$ cat config.mk
export PLATFORM = sky130hd
export DESIGN_NAME = motor_dir_ctrl
export DESIGN_NICKNAME = d
export VERILOG_FILES = /design/src/rtl/motor_dir_ctrl.sv
export SDC_FILE = /design/constraint.sdc
export NUM_CORES = 1
export LEC_CHECK = 0
export CORE_ASPECT_RATIO = 1.25
export CORE_MARGIN = 5
export CORE_UTILIZATION = 50
export CTS_BUF_LIST = sky130_fd_sc_hd__clkbuf_8
export DETAILED_ROUTE_END_ITERATION = 16
export PLACE_DENSITY = 0.68
export SYNTH_ARGS = -nofsm -noshare
export SYNTH_HDL_FRONTEND = slang
export SYNTH_SLANG_ARGS = --single-unit
$ cat constraint.sdc
create_clock -name clk -period 4.55 [get_ports clk]
set_clock_uncertainty 0.05 [all_clocks]
set_input_delay 0.91 -clock clk [delete_from_list [all_inputs] [get_ports clk]]
set_output_delay 0.91 -clock clk [all_outputs]
set_load 0.05 [all_outputs]
$ cat src/rtl/motor_dir_ctrl.sv
// motor_dir_ctrl
//   Turns a 3-bit motion command into L298N-style H-bridge drive for two
//   wheels. The command is debounced, a watchdog forces stop when the
//   upstream controller stops refreshing, and any wheel direction reversal
//   passes through a dead-time window with both bridges off.
//
// Ports
//   clk, rst_n            clock, asynchronous active-low reset
//   cmd[2:0], cmd_valid   motion command and its refresh strobe
//   pwm_255..pwm_0        fixed-duty PWM lines from the PWM stage
//   left_in/right_in[1:0] bridge inputs: 10 fwd, 01 rev, 00 off
//   left_en/right_en      bridge enables (selected PWM line, gated)
//   state_o[1:0]          00 STOP, 01 RUN, 10 DEAD
//   wdog_trip             high while the watchdog forces stop
module motor_dir_ctrl #(
    parameter int unsigned STABLE_CYC = 1000,
    parameter int unsigned DEAD_CYC   = 50000,
    parameter int unsigned WDOG_CYC   = 25000000,
    parameter int unsigned CNT_W      = 25
) (
    input  logic       clk,
    input  logic       rst_n,
    input  logic [2:0] cmd,
    input  logic       cmd_valid,
    input  logic       pwm_255,
    input  logic       pwm_250,
    input  logic       pwm_220,
    input  logic       pwm_150,
    input  logic       pwm_0,
    output logic [1:0] left_in,
    output logic [1:0] right_in,
    output logic       left_en,
    output logic       right_en,
    output logic [1:0] state_o,
    output logic       wdog_trip
);
    typedef enum logic [1:0] {ST_STOP = 2'b00, ST_RUN = 2'b01, ST_DEAD = 2'b10} state_e;
    typedef enum logic [2:0] {D255, D250, D220, D150, D0} duty_e;

    localparam logic [1:0] DIR_OFF = 2'b00;
    localparam logic [1:0] DIR_FWD = 2'b10;
    localparam logic [1:0] DIR_REV = 2'b01;

    localparam logic [CNT_W-1:0] STABLE_LAST = CNT_W'(STABLE_CYC - 1);
    localparam logic [CNT_W-1:0] DEAD_LAST   = CNT_W'(DEAD_CYC - 1);
    localparam logic [CNT_W-1:0] WDOG_MAX    = CNT_W'(WDOG_CYC);

    // ---------------- debounce ----------------
    logic [2:0]       cand_q, acc_q;
    logic [CNT_W-1:0] stab_q;

    always_ff @(posedge clk or negedge rst_n) begin
        if (!rst_n) begin
            cand_q <= 3'b000;
            stab_q <= '0;
            acc_q  <= 3'b000;
        end else if (cmd != cand_q) begin
            cand_q <= cmd;
            stab_q <= '0;
        end else if (stab_q == STABLE_LAST) begin
            // counter parks here; re-accepting the same value is harmless
            acc_q <= cand_q;
        end else begin
            stab_q <= stab_q + 1'b1;
        end
    end

    // ---------------- watchdog ----------------
    logic [CNT_W-1:0] wdog_q;
    logic             trip_q;

    always_ff @(posedge clk or negedge rst_n) begin
        if (!rst_n) begin
            wdog_q <= '0;
            trip_q <= 1'b1;
        end else if (cmd_valid) begin
            wdog_q <= '0;
            trip_q <= 1'b0;
        end else if (wdog_q != WDOG_MAX) begin
            wdog_q <= wdog_q + 1'b1;
            if (wdog_q == WDOG_MAX - 1'b1) trip_q <= 1'b1;
        end
    end

    // ---------------- target decode ----------------
    logic [2:0] eff_cmd;
    logic [1:0] tgt_l_dir, tgt_r_dir;
    duty_e      tgt_l_sel, tgt_r_sel;
    logic       tgt_stop;

    assign eff_cmd = trip_q ? 3'b000 : acc_q;

    always_comb begin
        tgt_l_dir = DIR_OFF; tgt_l_sel = D0;
        tgt_r_dir = DIR_OFF; tgt_r_sel = D0;
        case (eff_cmd)
            3'b001: begin tgt_l_dir = DIR_FWD; tgt_l_sel = D255; tgt_r_dir = DIR_FWD; tgt_r_sel = D255; end
            3'b010: begin tgt_l_dir = DIR_REV; tgt_l_sel = D220; tgt_r_dir = DIR_REV; tgt_r_sel = D220; end
            3'b011: begin tgt_l_dir = DIR_FWD; tgt_l_sel = D150; tgt_r_dir = DIR_FWD; tgt_r_sel = D250; end
            3'b100: begin tgt_l_dir = DIR_FWD; tgt_l_sel = D250; tgt_r_dir = DIR_FWD; tgt_r_sel = D150; end
            3'b101: begin tgt_l_dir = DIR_REV; tgt_l_sel = D220; tgt_r_dir = DIR_FWD; tgt_r_sel = D220; end
            3'b110: begin tgt_l_dir = DIR_FWD; tgt_l_sel = D220; tgt_r_dir = DIR_REV; tgt_r_sel = D220; end
            default: ;
        endcase
    end

    // every non-stop command drives both wheels, so left off means stop
    assign tgt_stop = (tgt_l_dir == DIR_OFF);

    function automatic logic opposite(input logic [1:0] a, input logic [1:0] b);
        return (a == DIR_FWD && b == DIR_REV) || (a == DIR_REV && b == DIR_FWD);
    endfunction

    // ---------------- FSM ----------------
    state_e           state_q, state_d;
    logic [1:0]       l_dir_q, l_dir_d, r_dir_q, r_dir_d;
    duty_e            l_sel_q, l_sel_d, r_sel_q, r_sel_d;
    logic             run_l_q, run_l_d, run_r_q, run_r_d;
    logic [CNT_W-1:0] dead_q, dead_d;
    logic             apply, go_off, reversal;

    assign reversal = opposite(l_dir_q, tgt_l_dir) || opposite(r_dir_q, tgt_r_dir);

    always_comb begin
        state_d = state_q;
        dead_d  = dead_q;
        apply   = 1'b0;
        go_off  = 1'b0;
        case (state_q)
            ST_STOP: if (!tgt_stop) begin state_d = ST_RUN; apply = 1'b1; end
            ST_RUN: begin
                if (tgt_stop) begin
                    state_d = ST_STOP; go_off = 1'b1;
                end else if (reversal) begin
                    state_d = ST_DEAD; go_off = 1'b1; dead_d = DEAD_LAST;
                end else begin
                    apply = 1'b1;
                end
            end
            ST_DEAD: begin
                // outputs are already off here; only the exit matters
                if (tgt_stop)            state_d = ST_STOP;
                else if (dead_q == '0) begin state_d = ST_RUN; apply = 1'b1; end
                else                     dead_d = dead_q - 1'b1;
            end
            default: begin state_d = ST_STOP; go_off = 1'b1; end
        endcase

        l_dir_d = l_dir_q; r_dir_d = r_dir_q;
        l_sel_d = l_sel_q; r_sel_d = r_sel_q;
        run_l_d = run_l_q; run_r_d = run_r_q;
        if (apply) begin
            l_dir_d = tgt_l_dir; r_dir_d = tgt_r_dir;
            l_sel_d = tgt_l_sel; r_sel_d = tgt_r_sel;
            run_l_d = 1'b1;      run_r_d = 1'b1;
        end else if (go_off) begin
            l_dir_d = DIR_OFF;   r_dir_d = DIR_OFF;
            l_sel_d = D0;        r_sel_d = D0;
            run_l_d = 1'b0;      run_r_d = 1'b0;
        end
    end

    always_ff @(posedge clk or negedge rst_n) begin
        if (!rst_n) begin
            state_q <= ST_STOP;
            dead_q  <= '0;
            l_dir_q <= DIR_OFF; r_dir_q <= DIR_OFF;
            l_sel_q <= D0;      r_sel_q <= D0;
            run_l_q <= 1'b0;    run_r_q <= 1'b0;
        end else begin
            state_q <= state_d;
            dead_q  <= dead_d;
            l_dir_q <= l_dir_d; r_dir_q <= r_dir_d;
            l_sel_q <= l_sel_d; r_sel_q <= r_sel_d;
            run_l_q <= run_l_d; run_r_q <= run_r_d;
        end
    end

    // ---------------- outputs ----------------
    function automatic logic pick(input duty_e s, input logic [4:0] v);
        case (s)
            D255:    return v[0];
            D250:    return v[1];
            D220:    return v[2];
            D150:    return v[3];
            D0:      return v[4];
            default: return 1'b0;
        endcase
    endfunction

    logic [4:0] pwm_vec;
    assign pwm_vec = {pwm_0, pwm_150, pwm_220, pwm_250, pwm_255};

    // enables follow the live PWM lines through the registered select
    assign left_en   = run_l_q && pick(l_sel_q, pwm_vec);
    assign right_en  = run_r_q && pick(r_sel_q, pwm_vec);
    assign left_in   = l_dir_q;
    assign right_in  = r_dir_q;
    assign state_o   = state_q;
    assign wdog_trip = trip_q;

endmodule

==> impl_metrics.py, run 1 <==
metrics = {
    "timing": {
        "max_freq_mhz": 270,
        "setup_viol": 0,
        "hold_viol_final": 0,
        "fin_ws_ps": 848,
        "tightest_slew_ps": 1190,
        "maxSlewHeadroom_pct": 19.8,
        "fin_tns_setup_ps": 0,
        "min_period_ps": 3700,
        "finalMaxSlewViolations": 0,
        "rsz0062_at_grt": "false",
        "post-route-period-util_pct": 81.4,
    },
    "yosys": {
        "yosys_most_used_dff": "dfrtp_1",
        "synth-seq-area-share_pct": 46.9,
        "synth_nets": 525,
        "netlist_area_mm2": 0.00497,
        "synth_edf_count": 0,
        "yosys_warnings": 0,
        "syn_inst": 509,
        "syn_avg_cell_area_um2": 9.77,
        "synth_cell_type_count": 69,
        "synth_seq_cells": 93,
        "async_flop_share_pct": 100,
    },
    "route": {
        "drc": 0,
        "via_count": 3773,
        "totalWireLength_um": 9880,
        "via_per_inst": 5.77,
        "dr.pass1.iters": 4,
        "ant_nets": 0,
        "drtIter0Drc": 143,
        "wl_per_cell_um": 15.1,
    },
    "power_and_ir_drop": {
        "p_per_area_mw_per_mm2": 256,
        "pwr-share-comb_pct": 3.4,
        "p_leak_nw": 2.24,
        "seq_power_share_pct": 60.1,
        "clockPowerShare_pct": 36.4,
        "vdd_drop_max_v": 0.000119,
        "swShare_pct": 22.9,
        "p_sw_uw": 318,
        "power.internal_mw": 1.07,
    },
    "die": {
        "die_x_um": 99.2,
        "row_count": 40,
        "design.core.area_mm2": 0.00966,
        "die_h_um": 121,
        "die-area_mm2": 0.0121,
        "start_util_pct": 51.5,
        "io-pin-count": 20,
    },
    "finish": {
        "final_net_count": 539,
        "synthToLayoutAreaGrowth_pct": 9.16,
        "layout_commonest_cell": "dfrtp_1",
        "layout_common_cells": "dfrtp_1, nor2_1, xor2_1",
        "fin_cells": 654,
        "diodes": 0,
        "drive_above_1_share_pct": 8.71,
    },
    "outcome": {
        "outcome": "finished, final reports clean",
    },
    "global_routing": {
        "antenna_found_initial": 0,
        "grt_first_pass_wirelength_um": 17500,
        "grt_max_degree": 73,
        "overflow": 0,
        "grt_pass1_vias": 3776,
        "track_usage_pct": 17.6,
    },
    "hold_path": {
        "worstHoldPathType": "reg2reg",
    },
    "cts": {
        "cts_setup_buffers": 0,
        "cts_made_buffers": 9,
        "h-tree-depth": 3,
        "clock-sinks": 93,
        "cts_tree": "yes",
        "cts_max_path_buffers": 2,
        "clock_latency_ps": 360,
        "cts.clk_slew.worst_paths_ps": 80,
        "cts_resized": 0,
        "clockRootBuffer": "clkbuf_8",
        "holdBufCountCts": 0,
    },
    "place": {
        "dp_slack_ps": 842,
        "gp_congestion": 0.821,
        "dp_hpwl_um": 6800,
        "portBuffers": 19,
        "placed_cells": 638,
    },
    "critical_path": {
        "path_cells": "clkdlybuf4s50_1 -> mux2i_1 -> nor2_1 -> a31oi_1 -> o21ai_0 -> and2_1 -> clkdlybuf4s50_1",
        "rrSetupSlack_ps": 1770,
        "cp_top_family": "buffers and inverters",
        "critical_path_required_ps": 3590,
        "crit_path_start_kind": "primary input",
        "crit_type": "in2out",
        "slowest_delay_ps": 790,
        "arrival_ps": 2740,
        "crit_buf_inv": 2,
        "cpMostUsedCell": "clkdlybuf4s50_1",
        "critPathMaxFanout": 2,
        "crit_slowest_cell": "clkdlybuf4s50_1",
        "critPathCaptureType": "primary output",
    },
    "job": {
        "maxCapViolCount": 0,
    },
}
-- cells by family (layout without fill, tap and decap cells) --
family	count (synthesis)	count (layout)	synth area share (%)
DFF	93	93	46.9
xor gates and xnor gates	50	50	8.81
and+or+nand+nor	244	244	27.8
adders and majority gates	5	5	1.26
AOI/OAI and AO/OA	69	69	9.79
muxes	12	12	2.49
buffers and inverters	36	55	3.02
-- through the flow --
stage | util, % | total power, mW | hold WS [ps] | instance area (µm²)
global route | 56.2 | 1.44 | 472 | 5430
global placement | 54.4 | 0.898 | 430 | 5250
finish | 56.2 | 1.39 | 454 | 5430
floorplan | - | 0.870 | 410 | 4970
CTS | 56.2 | 1.41 | 457 | 5430
detailed placement | 54.4 | 0.900 | 442 | 5250
-- Yosys cell counts (9+ instances only) --
cell | instances | area share, %
dfrtp_1 | 91 | 46
nor2_1 | 66 | 5.0
xor2_1 | 28 | 4.9
nand2_1 | 25 | 1.9
nand3_1 | 24 | 2.4
xnor2_1 | 22 | 3.9
inv_1 | 18 | 1.4
nand4_1 | 17 | 2.1
or3_1 | 17 | 2.1
a21oi_1 | 16 | 1.6
nor3_1 | 16 | 1.6
o21ai_0 | 14 | 1.4
nor4_1 | 13 | 1.6
clkbuf_1 | 10 | 0.75
mux2i_1 | 9 | 1.8
-- path summary, 6_finish.rpt --
check / startpoint / end / cells after the start
worst max-delay path: pwm_0 / right_en / 7
worst min-delay path: dead_q[9] / dead_q[9] / 1
worst max register to register: dead_q[11] / dead_q[12] / 5
worst min register to register: dead_q[9] / dead_q[9] / 1
max in group asynchronous: rst_n / wdog_q[21] / 2
min in group asynchronous: rst_n / dead_q[15] / 1
-- worst register-to-register path: stages, from the launching register on --
cell and delay [ps]:
dfrtp_1 450, nor4_2 430, nand4b_1 350, o21ai_0 1030, or4b_2 280, a21oi_1 60
-- sequential cells by signal, indices dropped and copies added, names as in the netlist, 2 cells and up --
signal and count:
acc_q 3, cand_q 3, dead_q 25, l_sel_q 3, left_in 2, right_in 2
stab_q 25, state_o 2, wdog_q 25
-- metal layers --
| metal | track usage (%) | routed length (µm) | part of all wire (%) | vias to the layer above |
|---|---|---|---|---|
| met5 | 0 | 0 | 0 | - |
| met4 | 8.03 | 180 | 1.8 | 0 |
| met3 | 2.19 | 229 | 2.3 | 13 |
| met2 | 29.9 | 4970 | 50 | 45 |
| met1 | 22.2 | 4500 | 46 | 1852 |
| li1 | - | - | - | 1863 |
-- power by group through the flow --
stage               sequential, mW  combinational [mW]  clock (mW)
global route                 0.835              0.0558       0.552
CTS                          0.834              0.0503       0.524
detailed placement           0.851              0.0499           0
floorplan                    0.850              0.0203           0
global placement             0.850              0.0481           0
finish                       0.834              0.0477       0.505
-- final cells by class --
class                           instances  area, µm²
Sequential cell                        93       2330
Clock inverter                          5       26.3
Timing Repair Buffer                   21        203
Clock buffer                           11        151
Tap cell                              126        158
Inverter                               18       67.6
Fill cell                             851       4230
Multi-Input combinational cell        380       2490
No activity file was read; power rests on OpenSTA's default activity.
==> run 2: changes to the inputs <==
--- a/config.mk
+++ b/config.mk
@@ -10,7 +10,7 @@
 export CORE_UTILIZATION = 50
 export CTS_BUF_LIST = sky130_fd_sc_hd__clkbuf_8
 export DETAILED_ROUTE_END_ITERATION = 16
-export PLACE_DENSITY = 0.68
+export PLACE_DENSITY = 0.7
 export SYNTH_ARGS = -nofsm -noshare
 export SYNTH_HDL_FRONTEND = slang
 export SYNTH_SLANG_ARGS = --single-unit
==> constraint.sdc (replaced) <==
create_clock -name clk -period 3.3 [get_ports clk]
set_clock_uncertainty 0.05 [all_clocks]
set_input_delay 0.66 -clock clk [delete_from_list [all_inputs] [get_ports clk]]
set_output_delay 0.66 -clock clk [all_outputs]
set_load 0.05 [all_outputs]
==> run 2 against run 1 <==
  * First-iteration DRC count is 8.4% higher
  * Critical endpoint is now wdog_trip
  * Largest cell class unchanged
  * Core utilization is 0.12 points higher
  * Largest power group unchanged
  * Worst setup slack worse by 88 ps
  * Non-clock buffer count is 3 higher
  * Clock-buffer cell count is 2 lower
  * Critical path depth is 6 lower
  * Combinational power is 43% higher
  * Design area is 0.21% higher
  * Global-route usage is 0.27 points higher
  * Clock power is 30% higher
==> impl_metrics.py, run 2 (synthesis gave the netlist of run 1 again) <==
metrics = {
    "die": {
        "start_util_pct": 51.5,
        "die_h_um": 121,
        "die-area_mm2": 0.0121,
        "row_count": 40,
        "design.core.area_mm2": 0.00966,
        "io-pin-count": 20,
        "die_x_um": 99.2,
    },
    "finish": {
        "drive_above_1_share_pct": 9.42,
        "layout_common_cells": "dfrtp_1, nor2_1, xor2_1",
        "layout_commonest_cell": "dfrtp_1",
        "synthToLayoutAreaGrowth_pct": 9.39,
        "final_net_count": 542,
        "final_util_pct": 56.3,
        "nFillCells": 837,
        "final_area_mm2": 0.00544,
        "largestRegisters": "dead_q (25), stab_q (25), wdog_q (25)",
        "fin_cells": 657,
        "diodes": 0,
    },
    "timing": {
        "rsz0062_at_grt": "false",
        "fin_tns_setup_ps": 0,
        "whs_ps": 228,
        "hold_viol_final": 0,
        "setup_viol": 0,
        "finalMaxSlewViolations": 0,
        "max_freq_mhz": 394,
        "tightest_slew_ps": 870,
        "min_period_ps": 2540,
        "maxSlewHeadroom_pct": 41.8,
        "post-route-period-util_pct": 77.0,
    },
    "cts": {
        "cts_tree": "yes",
        "clock_latency_ps": 370,
        "cts_made_buffers": 9,
        "holdBufCountCts": 0,
        "cts_setup_buffers": 0,
        "cts.clk_slew.worst_paths_ps": 90,
        "clock-sinks": 93,
        "cts_max_path_buffers": 2,
        "cts_resized": 0,
        "h-tree-depth": 3,
        "clockRootBuffer": "clkbuf_8",
    },
    "critical_path": {
        "critPathCaptureType": "primary output",
        "path_cells": "clkdlybuf4s50_1",
        "crit_path_start_kind": "flip-flop",
        "slowest_delay_ps": 830,
        "arrival_ps": 1830,
        "crit_slowest_cell": "clkdlybuf4s50_1",
        "cp_top_family": "buffers and inverters",
        "regToRegStartpoint": "dead_q[11]",
        "critical_path_required_ps": 2590,
        "startpoint": "wdog_trip",
        "crit_type": "reg2out",
        "critPathMaxFanout": 8,
        "crit_buf_inv": 1,
    },
    "route": {
        "via_count": 3757,
        "via_per_inst": 5.72,
        "drtIter0Drc": 155,
        "dr.pass1.iters": 4,
        "ant_nets": 0,
        "drc": 0,
        "totalWireLength_um": 9860,
        "wl_per_cell_um": 15.0,
    },
    "place": {
        "placedInstanceArea_mm2": 0.00528,
        "placed_cells": 641,
        "dp_hpwl_um": 7030,
        "gp_congestion": 0.820,
        "portBuffers": 19,
    },
    "global_routing": {
        "grt_max_degree": 50,
        "antenna_found_initial": 0,
        "grt_pass1_vias": 3793,
        "grt_first_pass_wirelength_um": 17500,
        "overflow": 0,
        "track_usage_pct": 17.8,
    },
    "power_and_ir_drop": {
        "p_leak_nw": 2.25,
        "vdd_drop_max_v": 0.000171,
        "p_per_area_mw_per_mm2": 345,
    },
    "job": {
        "maxCapViolCount": 0,
    },
    "outcome": {
        "outcome": "finished, final reports clean",
    },
    "hold_path": {
        "worstHoldPathType": "in2async",
    },
}
-- run 2: cell type report --
cell class / count / area (µm²) / share of cell area, %
well taps: 126 / 158 / 2.90
inverters: 18 / 67.6 / 1.24
flip-flops and latches: 93 / 2330 / 42.8
repair buffers: 24 / 233 / 4.28
clock buffers: 9 / 124 / 2.28
multi-input cells: 380 / 2490 / 45.8
clock inverters: 7 / 35.0 / 0.644
-- run 2: worst paths after layout --
check,to,slack (ps),depth (start not counted)
max reg2reg,left_in[0],890,5
max,wdog_trip,760,1
max in group asynchronous,wdog_trip,2250,2
min in group clk,dead_q[0],450,1
min reg2reg,dead_q[0],450,1
min,dead_q[15],230,1
-- run 2: per-stage QoR --
| stage | setup slack, ps | total power [mW] |
|---|---|---|
| 6_report | 760 | 1.87 |
| 3_3_place_gp | 781 | 1.24 |
| 4_1_cts | 749 | 1.90 |
| 3_5_place_dp | 752 | 1.24 |
| 2_1_floorplan | 1150 | 1.20 |
| 5_1_grt | 661 | 1.95 |
-- run 2: routing by layer --
layer	vias up	routed length [µm]	share of wire, %	global-route usage, %
met5	-	0	0	0
met4	0	228	2.3	8.45
met3	16	303	3.1	2.24
met2	69	5040	51	30.9
met1	1798	4290	43	21.9
li1	1874	-	-	-
-- run 2: where the power goes --
part / internal [mW] / switching, mW / leakage [nW]
registers: 1.14 / 0.00549 / 1.28
clock network: 0.263 / 0.393 / 0.0911
logic: 0.0239 / 0.0441 / 0.880
total: 1.43 / 0.443 / 2.25
==> edit, RTL diff (settings of run 2) <==
Encoding of `duty_e`: now Gray code (3 bits for 5 values).
--- a/src/rtl/motor_dir_ctrl.sv
+++ b/src/rtl/motor_dir_ctrl.sv
@@ -35,7 +35,7 @@
     output logic       wdog_trip
 );
     typedef enum logic [1:0] {ST_STOP = 2'b00, ST_RUN = 2'b01, ST_DEAD = 2'b10} state_e;
-    typedef enum logic [2:0] {D255, D250, D220, D150, D0} duty_e;
+    typedef enum logic [2:0] {D255 = 3'b000, D250 = 3'b001, D220 = 3'b011, D150 = 3'b010, D0 = 3'b110} duty_e;
 
     localparam logic [1:0] DIR_OFF = 2'b00;
     localparam logic [1:0] DIR_FWD = 2'b10;
Behaviour: no difference found for any inputs over 10 cycles, from zero or initial values and one cycle with rst_n low; not proved beyond that.
==> edit against run 2 <==
  * Synthesized area up 0.40%
  * Die area is 0.36% higher
  * Highest routed layer unchanged
  * Largest cell class unchanged
  * Critical endpoint is now right_in[0]
  * Wire length down 0.79%
  * Sequential cell count rose by 1
  * Final area up 1.0%
  * Setup slack got worse by 0.18 ns
  * Critical path type is now reg -> reg
Power is not compared: it rests on default switching activity, and its combinational part moved more than twofold at a synthesized area within 25%.
==> edit: results (changes against run 2) <==
Global routing
  • Tot GR Track Use: 0.172 (-0.00618)
  • Number of global-route vias before repair: 3,750 (-1.1%)
  • First-pass GRT wire length: 17,200 um (-1.3%)
  • Largest net degree at the start of global routing: 46 (-8.0%)

Setup path
  • Critical path's slowest cell: nor4_1
  • Reg2reg start: dead_q[9]
  • Worst path max stage delay: 0.60 ns (-0.23 ns)
  • Critical Path AT: 2.97 ns (+1.14 ns)

Detailed routing
  • Drt initial violations: 134 (-14%)
  • Via count: 3,850 (+2.5%)
  • Routed wire length: 9780 um (-0.79%)
  • M1 WL: 4530 um (+5.7%)
  • Routed wl met2: 4790 um (-5.1%)
  • Router iterations before antenna repair: 5 (+1)

Layout
  • Post-route non-filler standard cell count: 656 (-0.15%)
  • Share of cells above drive strength 1: 0.0906 (-0.00360)
  • Largest regs: dead_q (25), stab_q (25), wdog_q (25)
  • Final nets: 541 (-0.18%)
  • Filler cell count: 851 (+1.7%)

Yosys
  • Syn Nets: 527 (+0.38%)
  • Sequential share of the synthesized area: 0.472 (+0.00363)
  • Fraction of registers with async set/reset: 1.00 (unchanged)
  • Yosys cell types: 64 (-7.2%)
  • Synth top cells by count: 90 x dfrtp_1, 58 x nor2_1, 37 x xor2_1
  • Gate Count Post-Synth: 511 (+0.39%)
  • Most area-consuming cells after synthesis: dfrtp_1 45%, xor2_1 6.5%, nor2_1 4.4%, a21oi_1 2.5%, xnor2_1 2.5%

Place
  • DP HPWL: 6760 um (-3.8%)
  • Port bufs: 19 (unchanged)
  • Routability congestion estimate from global placement: 0.844 (+3.0%)

Timing
  • Slew Limit Headroom: 0.376 (-0.0426)

Outcome
  • Status: finished clean

Floorplan
  • Core area: 0.00971 mm^2 (+0.52%)
[edit: kinds of logic after synthesis]
family	Yosys count	share of synthesized area
buffers and inverters	37	0.0316
adder cells (fa/ha/maj)	5	0.0125
AO/OA/AOI/OAI	87	0.114
flip-flops	94	0.472
multiplexers	5	0.0150
AND/OR/NAND/NOR	232	0.265
XOR/XNOR	51	0.0895
[edit: final cells by class]
cell class	instances	area, um^2	share of cell area
timing repair buffer	26	235	0.0428
tap	126	158	0.0287
inverter	14	52.6	0.00956
clock buffer	10	138	0.0250
sequential	94	2360	0.429
clock inverter	6	77.6	0.0141
multi-input combinational	380	2480	0.451
[edit: metrics by stage]
stage               worst slack, ns  hold slack, ns  area [um^2]  total power, mW
finish                        0.578           0.226         5500             2.58
floorplan                     0.549           0.314         4990             1.63
global placement              0.715           0.418         5280             1.75
global route                  0.353           0.258         5500             2.72
detailed placement            0.659           0.415         5280             1.77
CTS                           0.580           0.238         5500             2.61
[edit: worst max-delay path, delay by kind of cell (launching register included)]
family,cells,cell delay (ns)
AOI/OAI and AO/OA,3,1.00
buffers and inverters,1,0.26
DFF,1,0.41
and+or+nand+nor,2,0.94
[edit: metal layers]
metal,global-route usage,vias to the layer above
met5,0,-
met4,0.0717,0
met3,0.0275,15
met2,0.289,58
met1,0.221,1886
li1,-,1891
[edit: power breakdown]
group	leakage [nW]	internal (mW)	switching (mW)	total, mW
clock	0.119	0.440	0.390	0.830
sequential	1.23	1.24	0.0992	1.34
combinational	0.874	0.170	0.238	0.408
[edit: worst paths after layout]
| path | cells after the start | endpoint | slack (ns) |
|---|---|---|---|
| min reg2reg | 2 | r_sel_q[1] | 0.43 |
| max reg2reg | 6 | right_in[0] | 0.58 |
| max | 6 | right_in[0] | 0.58 |
| max in group asynchronous | 2 | wdog_trip | 2.15 |
| min | 1 | left_in[1] | 0.23 |
| min in group clk | 2 | r_sel_q[1] | 0.43 |
